File: src/rtl/button_event_decoder.sv
// Per-channel button event decoder: registered press/release/long/repeat pulses and held level, 1-cycle latency, no backpressure.
// Auto-repeat in HELD is built only when BUTTON_EVENT_REPEAT_EN is defined; otherwise repeat_pulse stays 0 and the HELD counter is idle.
module button_event_decoder #(
  parameter int WIDTH          = 1,
  parameter int LONG_CNT_MAX   = 25000,
  parameter int REPEAT_CNT_MAX = 5000
) (
  input  logic             clk,
  input  logic             rst_n,
  input  logic [WIDTH-1:0] in,
  output logic [WIDTH-1:0] press_pulse,
  output logic [WIDTH-1:0] release_pulse,
  output logic [WIDTH-1:0] long_pulse,
  output logic [WIDTH-1:0] repeat_pulse,
  output logic [WIDTH-1:0] held
);

`ifdef BUTTON_EVENT_REPEAT_EN
  localparam bit REPEAT_ON = 1'b1;
`else
  localparam bit REPEAT_ON = 1'b0;
`endif
  localparam int CNT_MAX = (REPEAT_ON && (REPEAT_CNT_MAX > LONG_CNT_MAX)) ? REPEAT_CNT_MAX
                                                                          : LONG_CNT_MAX;
  localparam int CW = $clog2(CNT_MAX + 1);
  localparam logic [CW-1:0] LONG_LAST = CW'(LONG_CNT_MAX - 1);
`ifdef BUTTON_EVENT_REPEAT_EN
  localparam logic [CW-1:0] REP_LAST  = CW'(REPEAT_CNT_MAX - 1);
`endif

  typedef enum logic [1:0] {WAIT_LOW, IDLE, PRESSED, HELD} state_t;

  state_t          r_state  [WIDTH];
  logic [CW-1:0]   r_cnt    [WIDTH];
  state_t          w_nstate [WIDTH];
  logic [CW-1:0]   w_ncnt   [WIDTH];
  logic [WIDTH-1:0] w_press, w_rel, w_long, w_rep, w_held;

  // Release always takes priority over long/repeat on the same edge.
  always_comb begin
    w_press = '0;
    w_rel   = '0;
    w_long  = '0;
    w_rep   = '0;
    w_held  = '0;
    for (int c = 0; c < WIDTH; c++) begin
      w_nstate[c] = r_state[c];
      w_ncnt[c]   = r_cnt[c];
      case (r_state[c])
        WAIT_LOW: begin
          if (!in[c]) w_nstate[c] = IDLE;
        end
        IDLE: begin
          if (in[c]) begin
            w_nstate[c] = PRESSED;
            w_ncnt[c]   = CW'(1);
            w_press[c]  = 1'b1;
          end
        end
        PRESSED: begin
          if (!in[c]) begin
            w_nstate[c] = IDLE;
            w_ncnt[c]   = '0;
            w_rel[c]    = 1'b1;
          end else if (r_cnt[c] == LONG_LAST) begin
            w_nstate[c] = HELD;
            w_ncnt[c]   = '0;
            w_long[c]   = 1'b1;
          end else begin
            w_ncnt[c] = r_cnt[c] + CW'(1);
          end
        end
        HELD: begin
          if (!in[c]) begin
            w_nstate[c] = IDLE;
            w_ncnt[c]   = '0;
            w_rel[c]    = 1'b1;
          end
`ifdef BUTTON_EVENT_REPEAT_EN
          else if (r_cnt[c] == REP_LAST) begin
            w_ncnt[c] = '0;
            w_rep[c]  = 1'b1;
          end else begin
            w_ncnt[c] = r_cnt[c] + CW'(1);
          end
`endif
        end
        default: begin
          w_nstate[c] = WAIT_LOW;
          w_ncnt[c]   = '0;
        end
      endcase
      w_held[c] = (w_nstate[c] == HELD);
    end
  end

  always_ff @(posedge clk or negedge rst_n) begin
    if (!rst_n) begin
      for (int c = 0; c < WIDTH; c++) begin
        r_state[c] <= WAIT_LOW;
        r_cnt[c]   <= '0;
      end
      press_pulse   <= '0;
      release_pulse <= '0;
      long_pulse    <= '0;
      repeat_pulse  <= '0;
      held          <= '0;
    end else begin
      for (int c = 0; c < WIDTH; c++) begin
        r_state[c] <= w_nstate[c];
        r_cnt[c]   <= w_ncnt[c];
      end
      press_pulse   <= w_press;
      release_pulse <= w_rel;
      long_pulse    <= w_long;
      repeat_pulse  <= w_rep;
      held          <= w_held;
    end
  end

endmodule

File: config.mk
export PLATFORM = sky130hd
export DESIGN_NAME = button_event_decoder
export DESIGN_NICKNAME = d
export VERILOG_FILES = /design/src/rtl/button_event_decoder.sv
export SDC_FILE = /design/constraint.sdc
export NUM_CORES = 1
export LEC_CHECK = 0
export ABC_AREA = 1
export BUFFER_PORTS_ARGS = -buffer_cell sky130_fd_sc_hd__clkbuf_2
export CAP_MARGIN = 20
export CORE_UTILIZATION = 35
export CTS_CLUSTER_DIAMETER = 100
export DETAILED_ROUTE_END_ITERATION = 12
export PLACE_DENSITY = 0.55
export SLEW_MARGIN = 5
export SYNTH_ARGS = -nofsm -noshare
export SYNTH_HDL_FRONTEND = slang
export SYNTH_SLANG_ARGS = --single-unit
File: constraint.sdc
create_clock -name clk -period 1.31 [get_ports clk]
set_input_delay 0 -clock clk [delete_from_list [all_inputs] [get_ports clk]]
set_output_delay 0 -clock clk [all_outputs]
set_load 0.03 [all_outputs]
* After elaboration in Yosys (flattened, before gate mapping)
Index checks and enable logic that the tools add are counted. W data, S select, Z words.
Storage, ports and cells: bits in registers 21, RAM bits 0, latch bits 0, word-level logic and storage cells 36, input port bits 3, memories 0, memory bits (read-only) 0, output and inout bits 5
Operators by class: shift-type cells 0, multiplexer cells 17, order comparisons 0, multipliers 0, reduce and logical (&&, ||, !) cells 5, divide/modulo/power cells 0, bitwise logic cells 0, equal/unequal tests 7, $add $sub $neg 1
Operators with widths (number):
- $mux W15 | 4
- $pmux W15 S3 | 1
- $add A15 B1 Y15 const B | 1
- $eq A15 B15 Y1 const B | 1
- $mux W2 | 4
- $mux W1 | 7
- $eq A2 B2 Y1 const B | 3
- $pmux W2 S3 | 1
- $ne A2 B2 Y1 const B | 2
- $reduce_or A2 Y1 | 2
- $reduce_and A3 Y1 | 1
- $reduce_bool A3 Y1 | 1
- $eq A2 B1 Y1 const B | 1
- $logic_not A2 Y1 | 1

* Longest topological paths before layout
depth in word-level cells 5, gate-level depth with buffers 10, mapped depth without buffers 10

* Least setup slack after synthesis
Ideal clock, no wire load.
path type register to register, start point register r_state[0] in the netlist's numbering, end point register r_cnt[7] in the netlist's numbering, path buffers 0, slack -40 ps, clock period less this slack 1350 ps, data required time 1191 ps, setup time 119 ps, cell stages (with the launch flop) 9, arrival 1231 ps, path through dfrtp_1 > inv_1 > ha_1 > inv_1 > nand3_4 > inv_6 > nand3_1 > xor2_1 > nor2_2
Between the ends: word-level cells in the longest chain between the ends 3, elaborated cells between the ends (all ways) 8, those cells by class eq/ne: 5; mux: 1; reduce/logical: 2
RTL lines:
- start, declared | line 33 | state_t r_state [WIDTH];
- start signal, assigned by index | line 110 | r_state[c] <= w_nstate[c];
- $eq A2 B2 Y1 / $eq A2 B1 Y1 (equally long branches) | line 49 | case (r_state[c])
- $ne A2 B2 Y1 (no source line) / $reduce_bool A3 Y1 (equally long branches)
- $reduce_and A3 Y1 (no source line)
- end signal, assigned by index | line 111 | r_cnt[c] <= w_ncnt[c];
- end, declared | line 34 | logic [CW-1:0] r_cnt [WIDTH];
Several ways; a longest one is shown, not always the timed one. A chain may end at the register's enable or synchronous reset.

* Final worst setup path
start point register r_state[1] in the netlist's numbering, end point register r_cnt[7] in the netlist's numbering
Same word-level chain as after synthesis.

==> metrics <==
status=complete, but fails checks; failing checks=negative setup slack; net count after synthesis=217; post-synthesis async set-or-reset flop share=100.0%; met2 Usage GRT=34.16%; CP required=1.47 ns; Overflow after GRT=0; Worst Setup End Kind=flip-flop; First DRT Iteration DRCs=74; top-area cell type share of the netlist area=34.91%; Post-synth EDFFs=0; # setup viols final=14; cell with the most instances after synthesis=nand2_1; Int Pwr=1.824 mW; Clock Latency Late Sink=0.26 ns; mapped cell area=0.001505 mm^2; worst-path cell chain=inv_4 > ha_4 > nand2_4 > nand3_4 > inv_8 > nand3_2 > xor2_1 > nor2_2; Max VDD drop=0.001263 V; Synth area leader=dfrtp_1; crit-path max cell delay=0.44 ns; DP Wirelength=2712 um; Inserted Clock Buffers=3; Critical path buffers and inverters=2; Final WS setup=-0.09200 ns; critical path peak fanout=7; largest net degree at the start of global routing=22; Cell Count, Final, Fillers Out=301; Post-Syn Instances=208; CTS root buf=clkbuf_8; switching share of power=43.80%; mean routed wirelength per cell=13.18 um; YS warnings=0; first-pass GRT wire length=6410 um; clock-pin slew on the worst setup and hold paths=0.08 ns; htree depth=1; clock sinks=21; CTS tree=done; leakage=1.003 nW; Post-synth top cells=56 x nand2_1, 29 x nor2_1, 24 x inv_1; clk buf depth=2; fin. max-slew vios=0; Logic pwr share=59.3%; DRC Markers=0; die area=0.004567 mm^2; Reg power frac=27.1%; Final nets=261; clock skew=0.004554 ns; GPL Wtd Cong=0.8567; Global Route met1 Usage=22.85%; Synth Area per Inst=7.237 um^2; most used routing layer in global routing=met2; Routed Antenna Nets=0; Tmin final=1.402 ns; number of vias per cell=4.757; worst-margin pin slew=0.5609 ns; critical path class=flip-flop to flip-flop; max-cap violations=0; RSZ-0062 raised after global routing=yes; Buffers on Ports=6; net load switching power=1.422 mW; final hold violations=0; CP top delay family=flip-flops; Area contributors post-synth=dfrtp_1 35%, nand2_1 14%, nor2_1 7.2%, inv_1 6.0%, ha_1 5.0%; Die Y=67.58 um; Post-Route WL=3968 um; placed cells=289; I/O pin total=8; Overall Global Routing Usage=19.31%; Worst Path Arrival=1.56 ns; Slew HR=62.60%; vias in the first global route=1448; initial core utilization=37.10%; met3 usage=4.223%; slowest stage cell, crit path=dfrtp_2; Core Region=0.004058 mm^2; number of diodes=0; worst min path class=primary input to flip-flop; initial antenna violation count=0; register area share after synthesis=34.91%; DRT Pass-1 Iters=4; final cycle utilization of the critical path=107.0%; vias post-DR=1432; Hold WS=0.06149 ns; ys flop type=dfrtp_1; Clock power frac=13.6%; Peak Freq=713.3 MHz; Netlist cell types=33; FP Rows=23; share of layout cells above drive strength 1=45.82%; Die X-Extent=67.58 um; pwr dens=1504 mW/mm^2; Startpoint Class=flip-flop; Layout area overhead=43.39%; post-synthesis sequential element count=21
[cell families (layout without fill, tap and decap cells)]
| group | after synthesis | in the layout | synth area share (%) |
|---|---|---|---|
| other cells | 1 | 1 | 0.2491 |
| fa+ha+maj | 6 | 6 | 4.987 |
| buf+inv | 36 | 78 | 11.14 |
| simple gates | 126 | 127 | 40.32 |
| compound gates | 15 | 15 | 6.650 |
| xor+xnor | 3 | 3 | 1.746 |
| flops | 21 | 21 | 34.91 |
[power by group through the flow]
stage	logic, mW	clock network, mW	registers [mW]
after floorplan	0.799	0	0.908
after global placement	1.35	0	0.832
after detailed placement	1.34	0	0.831
after CTS	1.58	0.471	0.826
after global routing	2.08	0.500	0.889
final	1.92	0.441	0.880
[state kept, by name (all words and copies together), names as in the netlist]
register,cells
r_cnt,15
held,1
press_pulse,1
long_pulse,1
release_pulse,1
r_state,2
[through the flow]
stage	util, %	power (mW)	TNS [ns]	instance area [um^2]	setup WS [ns]
after floorplan	-	1.706	0	1520	0.0008438
after global placement	44.19	2.177	-0.9368	1793	-0.08321
after detailed placement	44.19	2.174	-1.300	1793	-0.1204
after CTS	48.60	2.878	-0.8421	1972	-0.08329
after global routing	53.19	3.465	-1.806	2158	-0.1567
final	53.19	3.246	-0.7059	2158	-0.09200
[layout by cell type (no fill, tap or decap), drive strengths merged]
master | netlist | routed
o21ai | 8 | 8
ha | 6 | 6
nand2 | 64 | 64
nor3 | 8 | 8
nor3b | 1 | 1
xor2 | 2 | 2
dfrtp | 21 | 21
clkinv | 3 | 2
clkbuf | 0 | 10
nand3 | 14 | 15
nor2 | 36 | 36
a31oi | 2 | 2
xnor2 | 1 | 1
buf | 4 | 35
o22ai | 2 | 2
conb | 1 | 1
a22oi | 1 | 1
inv | 29 | 30
dlygate4sd3 | 0 | 1
nand4 | 3 | 3
a21oi | 2 | 2
[layout make-up]
class | count | area [um^2]
sequential | 21 | 529.3
tap | 50 | 62.56
multi-input combinational | 152 | 1051
timing repair buffer | 42 | 325.3
fill | 390 | 1899
clock buffer | 4 | 45.04
inverter | 32 | 145.1
[what timing repair did]
item,4_1_cts,5_1_grt
cloned,1,0
endpoints found under the setup margin,19,20
hold buffers,1,0
setup buffers,4,4
hold endpoints to repair,21,0
pin swaps,8,17
resized for setup,21,41
[final timing paths]
check | startpoint | to | slack (ns) | cells past startpoint
max in group asynchronous | rst_n | r_state[0] | 0.65 | 2
setup / recovery | r_state[1] | r_cnt[7] | -0.09 | 8
setup reg to reg | r_state[1] | r_cnt[7] | -0.09 | 8
hold / removal | in | release_pulse | 0.06 | 2
min in group asynchronous | rst_n | r_cnt[8] | 0.25 | 2
hold reg to reg | r_cnt[14] | r_cnt[14] | 0.55 | 2
[worst reg2reg max path: stages (launching register included)]
cell	delay, ns
dfrtp_2	0.44
inv_4	0.07
ha_4	0.16
nand2_4	0.08
nand3_4	0.13
inv_8	0.12
nand3_2	0.07
xor2_1	0.18
nor2_2	0.04
[per-layer routing]
metal / wire length (um) / vias up
met3: 77 / 10
met2: 2006 / 16
met5: 0 / -
li1: - / 734
met4: 92 / 0
met1: 1792 / 672
(Power assumes the default switching activity.)
